File: config.mk
export PLATFORM = sky130hd
export DESIGN_NAME = comp_share_ctrl_flat
export DESIGN_NICKNAME = d
export VERILOG_FILES = /design/src/rtl/comp_share_ctrl_if.sv /design/src/rtl/comp_share_ctrl.sv /design/src/flat_wrapper.sv
export SDC_FILE = /design/constraint.sdc
export NUM_CORES = 1
export LEC_CHECK = 0
export CAP_MARGIN = 40
export CORE_MARGIN = 10
export CORE_UTILIZATION = 41
export CTS_BUF_LIST = sky130_fd_sc_hd__clkbuf_4 sky130_fd_sc_hd__clkbuf_8
export CTS_CLUSTER_SIZE = 16
export DETAILED_ROUTE_END_ITERATION = 10
export GPL_ROUTABILITY_DRIVEN = 0
export PLACE_DENSITY_LB_ADDON = 0.3
export SLEW_MARGIN = 10
export SYNTH_ARGS = -nofsm -noshare
export SYNTH_HDL_FRONTEND = slang
export SYNTH_SLANG_ARGS = --single-unit
File: constraint.sdc
create_clock -name clk -period 2.3 [get_ports clk]
set_input_delay 0.46 -clock clk [delete_from_list [all_inputs] [get_ports clk]]
set_output_delay 0.46 -clock clk [all_outputs]
set_load 0.02 [all_outputs]
File: src/rtl/comp_share_ctrl_if.sv
// Bundles the request, comparator and response channels of comp_share_ctrl.
// slave is the controller side; master is the requester/comparator/consumer side.
interface comp_share_ctrl_if #(
   parameter int NUM_REQ    = 4,
   parameter int DATA_WIDTH = 8,
   parameter int ID_WIDTH   = 2
);
   logic [NUM_REQ-1:0]            req_valid;
   logic [NUM_REQ-1:0]            req_ready;
   logic [NUM_REQ*DATA_WIDTH-1:0] req_a;
   logic [NUM_REQ*DATA_WIDTH-1:0] req_b;
   logic [DATA_WIDTH-1:0]         cmp_din_a;
   logic [DATA_WIDTH-1:0]         cmp_din_b;
   logic                          cmp_equal;
   logic                          cmp_greater;
   logic                          rsp_valid;
   logic                          rsp_ready;
   logic [ID_WIDTH-1:0]           rsp_id;
   logic                          rsp_equal;
   logic                          rsp_greater;
   logic                          rsp_error;
   logic                          busy;

   modport slave (
      input  req_valid, req_a, req_b, cmp_equal, cmp_greater, rsp_ready,
      output req_ready, cmp_din_a, cmp_din_b, rsp_valid, rsp_id,
             rsp_equal, rsp_greater, rsp_error, busy
   );

   modport master (
      output req_valid, req_a, req_b, cmp_equal, cmp_greater, rsp_ready,
      input  req_ready, cmp_din_a, cmp_din_b, rsp_valid, rsp_id,
             rsp_equal, rsp_greater, rsp_error, busy
   );
endinterface

File: src/rtl/comp_share_ctrl.sv
// Round-robin sharing of one magnitude comparator between NUM_REQ requesters:
// accept, hold operands for a settle cycle, capture the result, hand it back tagged.
module comp_share_ctrl #(
   parameter int NUM_REQ    = 4,
   parameter int DATA_WIDTH = 8,
   parameter int ID_WIDTH   = 2
) (
   input  logic             clk,
   input  logic             rst,
   comp_share_ctrl_if.slave bus
);
   typedef enum logic [1:0] {IDLE, SETTLE, CAPTURE, RESP} state_t;

   state_t                state_reg, state_next;
   logic [ID_WIDTH-1:0]   last_grant_reg;
   logic [ID_WIDTH-1:0]   grant_id_reg;
   logic [DATA_WIDTH-1:0] cmp_a_reg, cmp_b_reg;
   logic                  rsp_valid_reg;
   logic [ID_WIDTH-1:0]   rsp_id_reg;
   logic                  rsp_equal_reg, rsp_greater_reg, rsp_error_reg;

   logic [ID_WIDTH-1:0]   hi_idx, lo_idx, pick_idx;
   logic                  hi_found, any_valid, accept;
   logic [NUM_REQ-1:0]    ready_c;
   logic                  busy_c;
   logic [DATA_WIDTH-1:0] op_a [NUM_REQ];
   logic [DATA_WIDTH-1:0] op_b [NUM_REQ];

   genvar gi;
   generate
      for (gi = 0; gi < NUM_REQ; gi++) begin : g_slice
         assign op_a[gi] = bus.req_a[gi*DATA_WIDTH +: DATA_WIDTH];
         assign op_b[gi] = bus.req_b[gi*DATA_WIDTH +: DATA_WIDTH];
      end
   endgenerate

   // Round robin: lowest valid index above last_grant wins, else wrap to lowest valid.
   always_comb begin
      hi_found = 1'b0;
      hi_idx   = '0;
      lo_idx   = '0;
      for (int i = NUM_REQ - 1; i >= 0; i--) begin
         if (bus.req_valid[i]) begin
            lo_idx = ID_WIDTH'(i);
            if (ID_WIDTH'(i) > last_grant_reg) begin
               hi_found = 1'b1;
               hi_idx   = ID_WIDTH'(i);
            end
         end
      end
   end

   assign pick_idx  = hi_found ? hi_idx : lo_idx;
   assign any_valid = |bus.req_valid;
   assign accept    = (state_reg == IDLE) && any_valid && !rst;

   always_ff @(posedge clk) begin
      if (rst) state_reg <= IDLE;
      else     state_reg <= state_next;
   end

   always_comb begin
      state_next = state_reg;
      ready_c    = '0;
      busy_c     = 1'b1;
      case (state_reg)
         IDLE: begin
            busy_c = 1'b0;
            if (any_valid) begin
               state_next = SETTLE;
               if (!rst) ready_c[pick_idx] = 1'b1;
            end
         end
         SETTLE:  state_next = CAPTURE;
         CAPTURE: state_next = RESP;
         RESP:    if (bus.rsp_ready) state_next = IDLE;
         default: state_next = IDLE;
      endcase
   end

   always_ff @(posedge clk) begin
      if (rst) begin
         last_grant_reg  <= ID_WIDTH'(NUM_REQ - 1);
         grant_id_reg    <= '0;
         cmp_a_reg       <= '0;
         cmp_b_reg       <= '0;
         rsp_valid_reg   <= 1'b0;
         rsp_id_reg      <= '0;
         rsp_equal_reg   <= 1'b0;
         rsp_greater_reg <= 1'b0;
         rsp_error_reg   <= 1'b0;
      end else begin
         if (accept) begin
            cmp_a_reg      <= op_a[pick_idx];
            cmp_b_reg      <= op_b[pick_idx];
            grant_id_reg   <= pick_idx;
            last_grant_reg <= pick_idx;
         end
         // The comparator has had the whole SETTLE cycle to resolve by now.
         if (state_reg == CAPTURE) begin
            rsp_valid_reg   <= 1'b1;
            rsp_id_reg      <= grant_id_reg;
            rsp_equal_reg   <= bus.cmp_equal;
            rsp_greater_reg <= bus.cmp_greater;
            rsp_error_reg   <= bus.cmp_equal & bus.cmp_greater;
         end
         if (state_reg == RESP && bus.rsp_ready) rsp_valid_reg <= 1'b0;
      end
   end

   assign bus.req_ready   = ready_c;
   assign bus.busy        = busy_c;
   assign bus.cmp_din_a   = cmp_a_reg;
   assign bus.cmp_din_b   = cmp_b_reg;
   assign bus.rsp_valid   = rsp_valid_reg;
   assign bus.rsp_id      = rsp_id_reg;
   assign bus.rsp_equal   = rsp_equal_reg;
   assign bus.rsp_greater = rsp_greater_reg;
   assign bus.rsp_error   = rsp_error_reg;
endmodule

File: src/flat_wrapper.sv
// flat-port wrapper written by rule: the top's interface ports become plain ports
module comp_share_ctrl_flat 
#(
   parameter int NUM_REQ    = 4,
   parameter int DATA_WIDTH = 8,
   parameter int ID_WIDTH   = 2
)
  (clk, rst, bus_req_valid, bus_req_a, bus_req_b, bus_cmp_equal, bus_cmp_greater, bus_rsp_ready, bus_req_ready, bus_cmp_din_a, bus_cmp_din_b, bus_rsp_valid, bus_rsp_id, bus_rsp_equal, bus_rsp_greater, bus_rsp_error, bus_busy);
  comp_share_ctrl_if #(.NUM_REQ(NUM_REQ), .DATA_WIDTH(DATA_WIDTH), .ID_WIDTH(ID_WIDTH)) bus_i ();
  input  logic clk;
  input  logic rst;
  input wire logic [$bits(bus_i.req_valid)-1:0] bus_req_valid;
  input wire logic [$bits(bus_i.req_a)-1:0] bus_req_a;
  input wire logic [$bits(bus_i.req_b)-1:0] bus_req_b;
  input wire logic [$bits(bus_i.cmp_equal)-1:0] bus_cmp_equal;
  input wire logic [$bits(bus_i.cmp_greater)-1:0] bus_cmp_greater;
  input wire logic [$bits(bus_i.rsp_ready)-1:0] bus_rsp_ready;
  output wire logic [$bits(bus_i.req_ready)-1:0] bus_req_ready;
  output wire logic [$bits(bus_i.cmp_din_a)-1:0] bus_cmp_din_a;
  output wire logic [$bits(bus_i.cmp_din_b)-1:0] bus_cmp_din_b;
  output wire logic [$bits(bus_i.rsp_valid)-1:0] bus_rsp_valid;
  output wire logic [$bits(bus_i.rsp_id)-1:0] bus_rsp_id;
  output wire logic [$bits(bus_i.rsp_equal)-1:0] bus_rsp_equal;
  output wire logic [$bits(bus_i.rsp_greater)-1:0] bus_rsp_greater;
  output wire logic [$bits(bus_i.rsp_error)-1:0] bus_rsp_error;
  output wire logic [$bits(bus_i.busy)-1:0] bus_busy;
  assign bus_i.req_valid = bus_req_valid;
  assign bus_i.req_a = bus_req_a;
  assign bus_i.req_b = bus_req_b;
  assign bus_i.cmp_equal = bus_cmp_equal;
  assign bus_i.cmp_greater = bus_cmp_greater;
  assign bus_i.rsp_ready = bus_rsp_ready;
  assign bus_req_ready = bus_i.req_ready;
  assign bus_cmp_din_a = bus_i.cmp_din_a;
  assign bus_cmp_din_b = bus_i.cmp_din_b;
  assign bus_rsp_valid = bus_i.rsp_valid;
  assign bus_rsp_id = bus_i.rsp_id;
  assign bus_rsp_equal = bus_i.rsp_equal;
  assign bus_rsp_greater = bus_i.rsp_greater;
  assign bus_rsp_error = bus_i.rsp_error;
  assign bus_busy = bus_i.busy;
  comp_share_ctrl #(.NUM_REQ(NUM_REQ), .DATA_WIDTH(DATA_WIDTH), .ID_WIDTH(ID_WIDTH)) u_core (.clk(clk), .rst(rst), .bus(bus_i));
endmodule
==> reports/results.ini, run 1 <==
[grt]
grt_usage_pct=15.4
grt_pass1_vias=1688
grt_remaining_overflow=0
antenna_found_initial=0
grt_max_degree=27
grt_pass1_wl_um=8250

[drt]
first_iter_violations=67
postRouteAntennaNets=0
wirelength_um=5300
dr.pass1.iters=4
viasPerCell=4.96
drc=0
wl_per_cell_um=16.5
via_count=1596

[logic_synthesis]
async_flop_share_pct=0
syn-num-nets=238
synth_area_mm2=0.00160
synth_ff_type=dfxtp_1
synth_cell_type_count=32
synth-edff-count=0
yosysSeqAreaShare_pct=35.0
yosys_warnings=0
avgSynthCellArea_um2=9.89
syn_inst=162
ys_ff_latch=28

[timing]
fmax_mhz=449
period_share_pct=96.8
hold_viol=0
period_needed_ns=2.23
fin_ws_ns=0.0735
slew_violations=0
finalSetupViolCount=0
fin_skew_ns=0.00995
worst_slew_pin_slew_ns=0.429
relSlewSlack_pct=71.4
whs_ns=0.449

[cells_and_area]
nFillCells=277
antenna_cells=0
fin_nets=351
layout_common_cells=92 x clkdlybuf4s50_1, 37 x mux2i_1, 28 x dfxtp_1
syn_to_final_growth_pct=74.9
drive_gt1_share_pct=16.4
layout_commonest_cell=clkdlybuf4s50_1
finalNonFillerCells=322

[setup_path]
end_kind=output port
reg2reg_depth=8
path_class=primary input to output port
r2r-end=u_core.bus.cmp_din_b[7]$_SDFFE_PP0P_
cp.arrival_ns=1.77
cp_max_fo=3
crit_path_start_kind=primary input
r2r_setup_slack_ns=0.45
r2r-start=u_core.state_reg[0]$_SDFFE_PP0P_
worstPathRequired_ns=1.84

[power]
power_uw=2940
powerDensity_mw_per_mm2=1050
p_leak_uw=0.00116
vdd_drop_max_v=0.000459

[placement]
numPortBuffers=99
hpwlAfterDp_um=4340
dpl_worst_slack_ns=-0.454
place_inst=317

[die]
boundaryPins=100
fp-row-count=22
die_h_um=82.5
fp.coreArea_mm2=0.00372
die_x_um=82.5
initial_core_util_pct=43.1
die_area_mm2=0.00681

[worst_hold_path]
min_path_cells=2
min_from=u_core.grant_id_reg[0]$_SDFFE_PP0P_
min_path_type=flip-flop to flip-flop
hold_end=u_core.grant_id_reg[0]$_SDFFE_PP0P_

[run_status]
status=completed

[cts]
cts_tree=yes
cts_buffers=3
insertion_delay_ns=0.28
cts.sinks=28
clockBufferDepth=2
cts_hold_buf=0
path_clk_slew_ns=0.10
cts_root_buf=clkbuf_8
cts_max_level=1

[job]
drv_cap=0

==> per-stage QoR <==
stage                     TNS (ns)  util [%]  instance area [µm²]
after floorplan                  0         -                 1600
after global placement       -1.64      73.0                 2710
after detailed placement     -2.18      73.0                 2710
after CTS                        0      74.9                 2790
after global routing       -0.0160      75.4                 2800
final                            0      75.4                 2800
==> report_power, final <==
| group | total [µW] | switching [µW] | internal [µW] |
|---|---|---|---|
| Sequential | 800 | 115 | 685 |
| Combinational | 1760 | 853 | 903 |
| Clock | 388 | 155 | 233 |
| Total | 2940 | 1120 | 1820 |
==> final cells by class <==
cell class	instances	area (µm²)	share of cell area [%]
sequential	28	561	20.0
multi-input combinational	118	948	33.9
tap	48	60.1	2.14
inverter	5	18.8	0.670
clock inverter	1	30.0	1.07
clock buffer	3	41.3	1.47
timing repair buffer	119	1140	40.8
==> kinds of logic (layout without fill, tap and decap cells) <==
group	Yosys count	after routing	share of synthesized area (%)
AOI/OAI and AO/OA	28	28	18.1
buffers and inverters	16	128	7.19
and+or+nand+nor	50	50	14.2
muxes	37	37	23.1
adders and majority gates	3	3	2.34
DFF	28	28	35.0
==> worst max-delay path, cell delays in order <==
cell             delay [ns]
clkdlybuf4s50_1        0.45
buf_4                  0.17
nor2b_2                0.15
o21ai_2                0.09
and3_1                 0.18
nor2_1                 0.10
buf_2                  0.17
==> timing repair <==
action	4_1_cts	5_1_grt
setup buffers	1	0
resized for setup	21	6
endpoints found under the setup margin	4	4
pin swaps	1	2
==> per-layer routing <==
layer	track usage (%)	share of wire, %	vias to the layer above
met3	6.26	8.8	2
li1	-	-	815
met5	0	0	-
met4	3.34	0.32	0
met1	18.2	40	725
met2	25.6	51	54
==> cells in the mapped netlist, types with 2 or more instances <==
master    count  share of area (%)
nand2_1      21                4.9
o221ai_1      7                3.8
o21ai_0       2               0.63
buf_6         5                3.5
nor2b_1       3                1.2
buf_2         2               0.63
nand2b_1      4                1.6
ha_1          3                2.3
o221ai_2      9                8.4
inv_1         5                1.2
dfxtp_1      28                 35
clkbuf_1      2               0.47
nor3_1        2               0.63
nor2_1       14                3.3
nand3_1       2               0.63
mux2i_1      37                 23
==> worst max-delay path by stage <==
stage                       end  cells after the start             start  slack [ns]
2_1_floorplan  bus_req_ready[2]                      6  bus_req_valid[1]        0.37
3_3_place_gp   bus_req_ready[1]                      6  bus_req_valid[1]       -0.43
3_5_place_dp   bus_req_ready[1]                      6  bus_req_valid[1]       -0.45
4_1_cts        bus_req_ready[1]                      7  bus_req_valid[0]        0.01
5_1_grt        bus_req_ready[2]                      7  bus_req_valid[0]       -0.01
6_report       bus_req_ready[3]                      7  bus_req_valid[0]        0.07
No activity file was read; power rests on OpenSTA's default activity.
==> run 2, diff against run 1 <==
Settings changed: SETUP_SLACK_MARGIN from default to 0.1.
==> reports/results.ini, run 2 (synthesis gave the netlist of run 1 again) <==
[timing]
relSlewSlack_pct=71.4
fmax_mhz=473
period_needed_ns=2.12
fin_skew_ns=0.0101
worst_slew_pin_slew_ns=0.429
fin_tns_setup_ns=0
hold_viol=0
whs_ns=0.449
slew_violations=0
finalSetupViolCount=0
grt_setup_unrepaired=no
period_share_pct=92.0

[power]
vdd_drop_max_v=0.000462
p_leak_uw=0.00114
powerDensity_mw_per_mm2=1060
power_uw=2950

[drt]
dr.pass1.iters=4
first_iter_violations=92
wl_per_cell_um=16.3
via_count=1586
viasPerCell=4.91
drc=0
postRouteAntennaNets=0
wirelength_um=5260

[cts]
cts_root_buf=clkbuf_8
clockBufferDepth=2
cts_hold_buf=0
path_clk_slew_ns=0.10
cts_tree=yes
cts.sinks=28
cts_max_level=1
cts_buffers=3
insertion_delay_ns=0.28

[grt]
grt_remaining_overflow=0
grt_pass1_wl_um=8310
grt_pass1_vias=1700
antenna_found_initial=0
grt_usage_pct=15.5
grt_max_degree=27

[cells_and_area]
antenna_cells=0
syn_to_final_growth_pct=74.6
layout_common_cells=91 x clkdlybuf4s50_1, 37 x mux2i_1, 28 x dfxtp_1
fin_nets=352
layout_commonest_cell=clkdlybuf4s50_1
drive_gt1_share_pct=16.4
finalNonFillerCells=323
nFillCells=274

[placement]
numPortBuffers=99
place_inst=317
hpwlAfterDp_um=4340

[worst_hold_path]
min_path_type=flip-flop to flip-flop

[setup_path]
cp.arrival_ns=1.66
cp_num_buf_inv=2
cp_max_fo=6
path_class=primary input to output port
crit_path_start_kind=primary input
critical_path.max_stage_delay_ns=0.34
cp_cell_sequence=dlygate4sd2_1 -> nand2b_1 -> o221a_2 -> nand2b_1 -> nor2_1 -> buf_4
cpMostUsedCell=nand2b_1
path_delay_family=buffers and inverters
worstPathRequired_ns=1.84
slowest_stage=dlygate4sd2_1
end_kind=output port

[die]
initial_core_util_pct=43.1
die_h_um=82.5
fp-row-count=22
boundaryPins=100
fp.coreArea_mm2=0.00372
die_area_mm2=0.00681
die_x_um=82.5

[job]
drv_cap=0

[run_status]
status=completed

## run 2: changes by cell type in the layout (fill, tap and decap cells not counted)
| cell | before | now |
|---|---|---|
| dlygate4sd2_1 | 1 | 4 |
| dlymetal6s2s_1 | 2 | 0 |
| buf_4 | 21 | 22 |
| clkdlybuf4s50_1 | 92 | 91 |
| ha_1 | 3 | 2 |
| ha_2 | 0 | 1 |
| nor2b_1 | 2 | 3 |
| nor2b_2 | 1 | 0 |
| o21ai_1 | 1 | 2 |
| o21ai_2 | 1 | 0 |
## run 2: worst paths after layout
check	to	cells past startpoint	startpoint	slack (ns)
min	u_core.grant_id_reg[0]$_SDFFE_PP0P_	2	u_core.grant_id_reg[0]$_SDFFE_PP0P_	0.45
max	bus_req_ready[1]	6	bus_req_valid[1]	0.18
min reg2reg	u_core.grant_id_reg[0]$_SDFFE_PP0P_	2	u_core.grant_id_reg[0]$_SDFFE_PP0P_	0.45
max reg2reg	u_core.bus.cmp_din_b[0]$_SDFFE_PP0P_	9	u_core.state_reg[0]$_SDFFE_PP0P_	0.48
## run 2: stage by stage
step | area (µm²) | worst slack (ns) | utilization [%]
after floorplan | 1600 | 0.369 | -
after CTS | 2790 | 0.150 | 75.2
after detailed placement | 2710 | -0.454 | 73.0
final | 2800 | 0.185 | 75.3
after global routing | 2800 | 0.109 | 75.3
after global placement | 2710 | -0.431 | 73.0
## run 2: layout make-up
type / count / area (µm²) / share of cell area, %
inverters: 5 / 18.8 / 0.671
flip-flops and latches: 28 / 561 / 20.0
well taps: 48 / 60.1 / 2.15
clock inverters: 1 / 30.0 / 1.07
repair buffers: 120 / 1140 / 40.8
clock buffers: 3 / 41.3 / 1.48
multi-input cells: 118 / 945 / 33.8
## run 2: worst min-delay path, delay by kind of cell, from the launching register on
kind	cells	cell delay (ns)
DFF	1	0.32
and+or+nand+nor	2	0.09
## run 2: timing repair
item	CTS	global route
gates resized for setup	26	1
pin swaps	2	0
setup buffers	2	0
setup endpoints to repair	4	5
## run 2: routing by layer
layer  routed length (µm)  vias up  part of all wire [%]  GRT usage [%]
met5                    0        -                     0              0
met2                 2660       55                    51           25.9
met1                 2100      717                    40           18.4
li1                     -      812                     -              -
met3                  482        2                   9.2           6.16
met4                   17        0                  0.32           3.34
## run 2: where the power goes
part           total, µW  switching (µW)  internal [µW]
combinational       1770             857            912
clock                389             156            233
sequential           796             111            685
==> run 3, diff against run 2 <==
Settings changed: CORE_ASPECT_RATIO from default to 1.1.
==> reports/results.ini, run 3 (synthesis gave the netlist of run 1 again) <==
[placement]
numPortBuffers=99
place_area_mm2=0.00271
place_inst=319
hpwlAfterDp_um=4250

[worst_hold_path]
hold_end=u_core.grant_id_reg[0]$_SDFFE_PP0P_
min_path_type=flip-flop to flip-flop
min_from=u_core.grant_id_reg[0]$_SDFFE_PP0P_
min_path_cells=2

[drt]
met3WireLength_um=495
dr.pass1.iters=4
drc=0
viasPerCell=4.93
wirelength_um=5130
highest_layer=met4
first_iter_violations=82
wl_met1_um=2010
via_count=1612
met2WireLength_um=2600
postRouteAntennaNets=0
wl_per_cell_um=15.7

[setup_path]
end_kind=output port
r2r_setup_slack_ns=0.38
path_class=primary input to output port
cp_max_fo=4
r2r-start=u_core.state_reg[0]$_SDFFE_PP0P_
crit_path_start_kind=primary input
r2r-end=u_core.bus.cmp_din_b[7]$_SDFFE_PP0P_
reg2reg_depth=9
worstPathRequired_ns=1.84
cp.arrival_ns=1.66

[power]
powerDensity_mw_per_mm2=1030
switching_share_pct=38.8
p_leak_uw=0.00115
sequentialPowerShare_pct=27.7
pwr-share-clk_pct=10.4
intPower_uw=1770
vdd_drop_max_v=0.000546
p_switching_uw=1120
pwr-share-comb_pct=61.9

[timing]
relSlewSlack_pct=70.0
fmax_mhz=471
hold_viol=0
period_share_pct=92.3
period_needed_ns=2.12
worst_slew_pin_slew_ns=0.450
fin_skew_ns=0.00140
grt_setup_unrepaired=no
slew_violations=0
finalSetupViolCount=0
whs_ns=0.454

[cells_and_area]
fin_nets=354
drive_gt1_share_pct=17.0
layout_common_cells=90 x clkdlybuf4s50_1, 37 x mux2i_1, 28 x dfxtp_1
nFillCells=282
syn_to_final_growth_pct=74.5
finalNonFillerCells=327
antenna_cells=0
design_area_mm2=0.00279
layout_commonest_cell=clkdlybuf4s50_1

[cts]
cts_max_level=1
cts_root_buf=clkbuf_8
cts.sinks=28
path_clk_slew_ns=0.09
insertion_delay_ns=0.27
cts_buffers=3
cts_tree=yes
clockBufferDepth=2

[die]
boundaryPins=100
fp-row-count=23
die_area_mm2=0.00681
die_x_um=79.6
fp.coreArea_mm2=0.00371
die_h_um=85.6
initial_core_util_pct=43.1

[run_status]
status=completed

[job]
drv_cap=0

[grt]
grt_pass1_wl_um=8210
grt_remaining_overflow=0
grt_max_degree=29
grt_usage_pct=14.7
grt_pass1_vias=1746
antenna_found_initial=0

run 3: worst max-delay path by stage:
stage / from / to / slack [ns] / cells after the start
2_1_floorplan: bus_req_valid[1] / bus_req_ready[2] / 0.37 / 6
3_5_place_dp: bus_req_valid[1] / bus_req_ready[0] / -0.47 / 6
5_1_grt: bus_req_valid[3] / bus_req_ready[1] / 0.1 / 7
6_report: bus_req_valid[3] / bus_req_ready[0] / 0.18 / 7
4_1_cts: u_core.state_reg[0]$_SDFFE_PP0P_ / bus_busy / 0.17 / 4
3_3_place_gp: bus_req_valid[1] / bus_req_ready[0] / -0.44 / 6
run 3: what timing repair did:
item | 4_1_cts | 5_1_grt
pin swaps | 3 | 1
setup buffers | 2 | 2
setup endpoints to repair | 4 | 5
hold buffers | 0 | 0
resized for setup | 25 | 4
run 3: final cells by class:
cell class              count  area (µm²)  area share [%]
well taps                  50        62.6            2.24
clock buffers               4        55.1            1.97
flip-flops and latches     28         561            20.1
multi-input cells         118         942            33.7
inverters                   5        18.8           0.672
repair buffers            122        1150            41.3
run 3: through the flow:
step	setup WS [ns]	power (µW)	utilization [%]	setup TNS (ns)
finish	0.177	2890	75.3	0
global route	0.0958	3100	75.3	0
CTS	0.166	2880	74.8	0
detailed placement	-0.470	2540	73.1	-2.76
global placement	-0.445	2510	73.1	-1.92
floorplan	0.369	1850	-	0
run 3: critical path, cell delays in order:
cell	delay, ns
dlygate4sd2_1	0.27
buf_4	0.16
o41ai_4	0.36
nor2_2	0.10
nand2b_1	0.12
nor2_1	0.05
buf_4	0.15
run 3: layer usage:
layer | up-vias | global-route usage (%)
met5 | - | 0
met4 | 0 | 2.94
met3 | 2 | 6.58
met2 | 58 | 25.0
met1 | 739 | 16.5
li1 | 813 | -
run 3: power by group through the flow:
stage / Sequential (µW) / Clock (µW) / Combinational (µW)
2_1_floorplan: 979 / 0 / 866
3_3_place_gp: 798 / 0 / 1710
3_5_place_dp: 806 / 0 / 1730
4_1_cts: 799 / 312 / 1770
5_1_grt: 825 / 331 / 1940
6_report: 800 / 302 / 1790
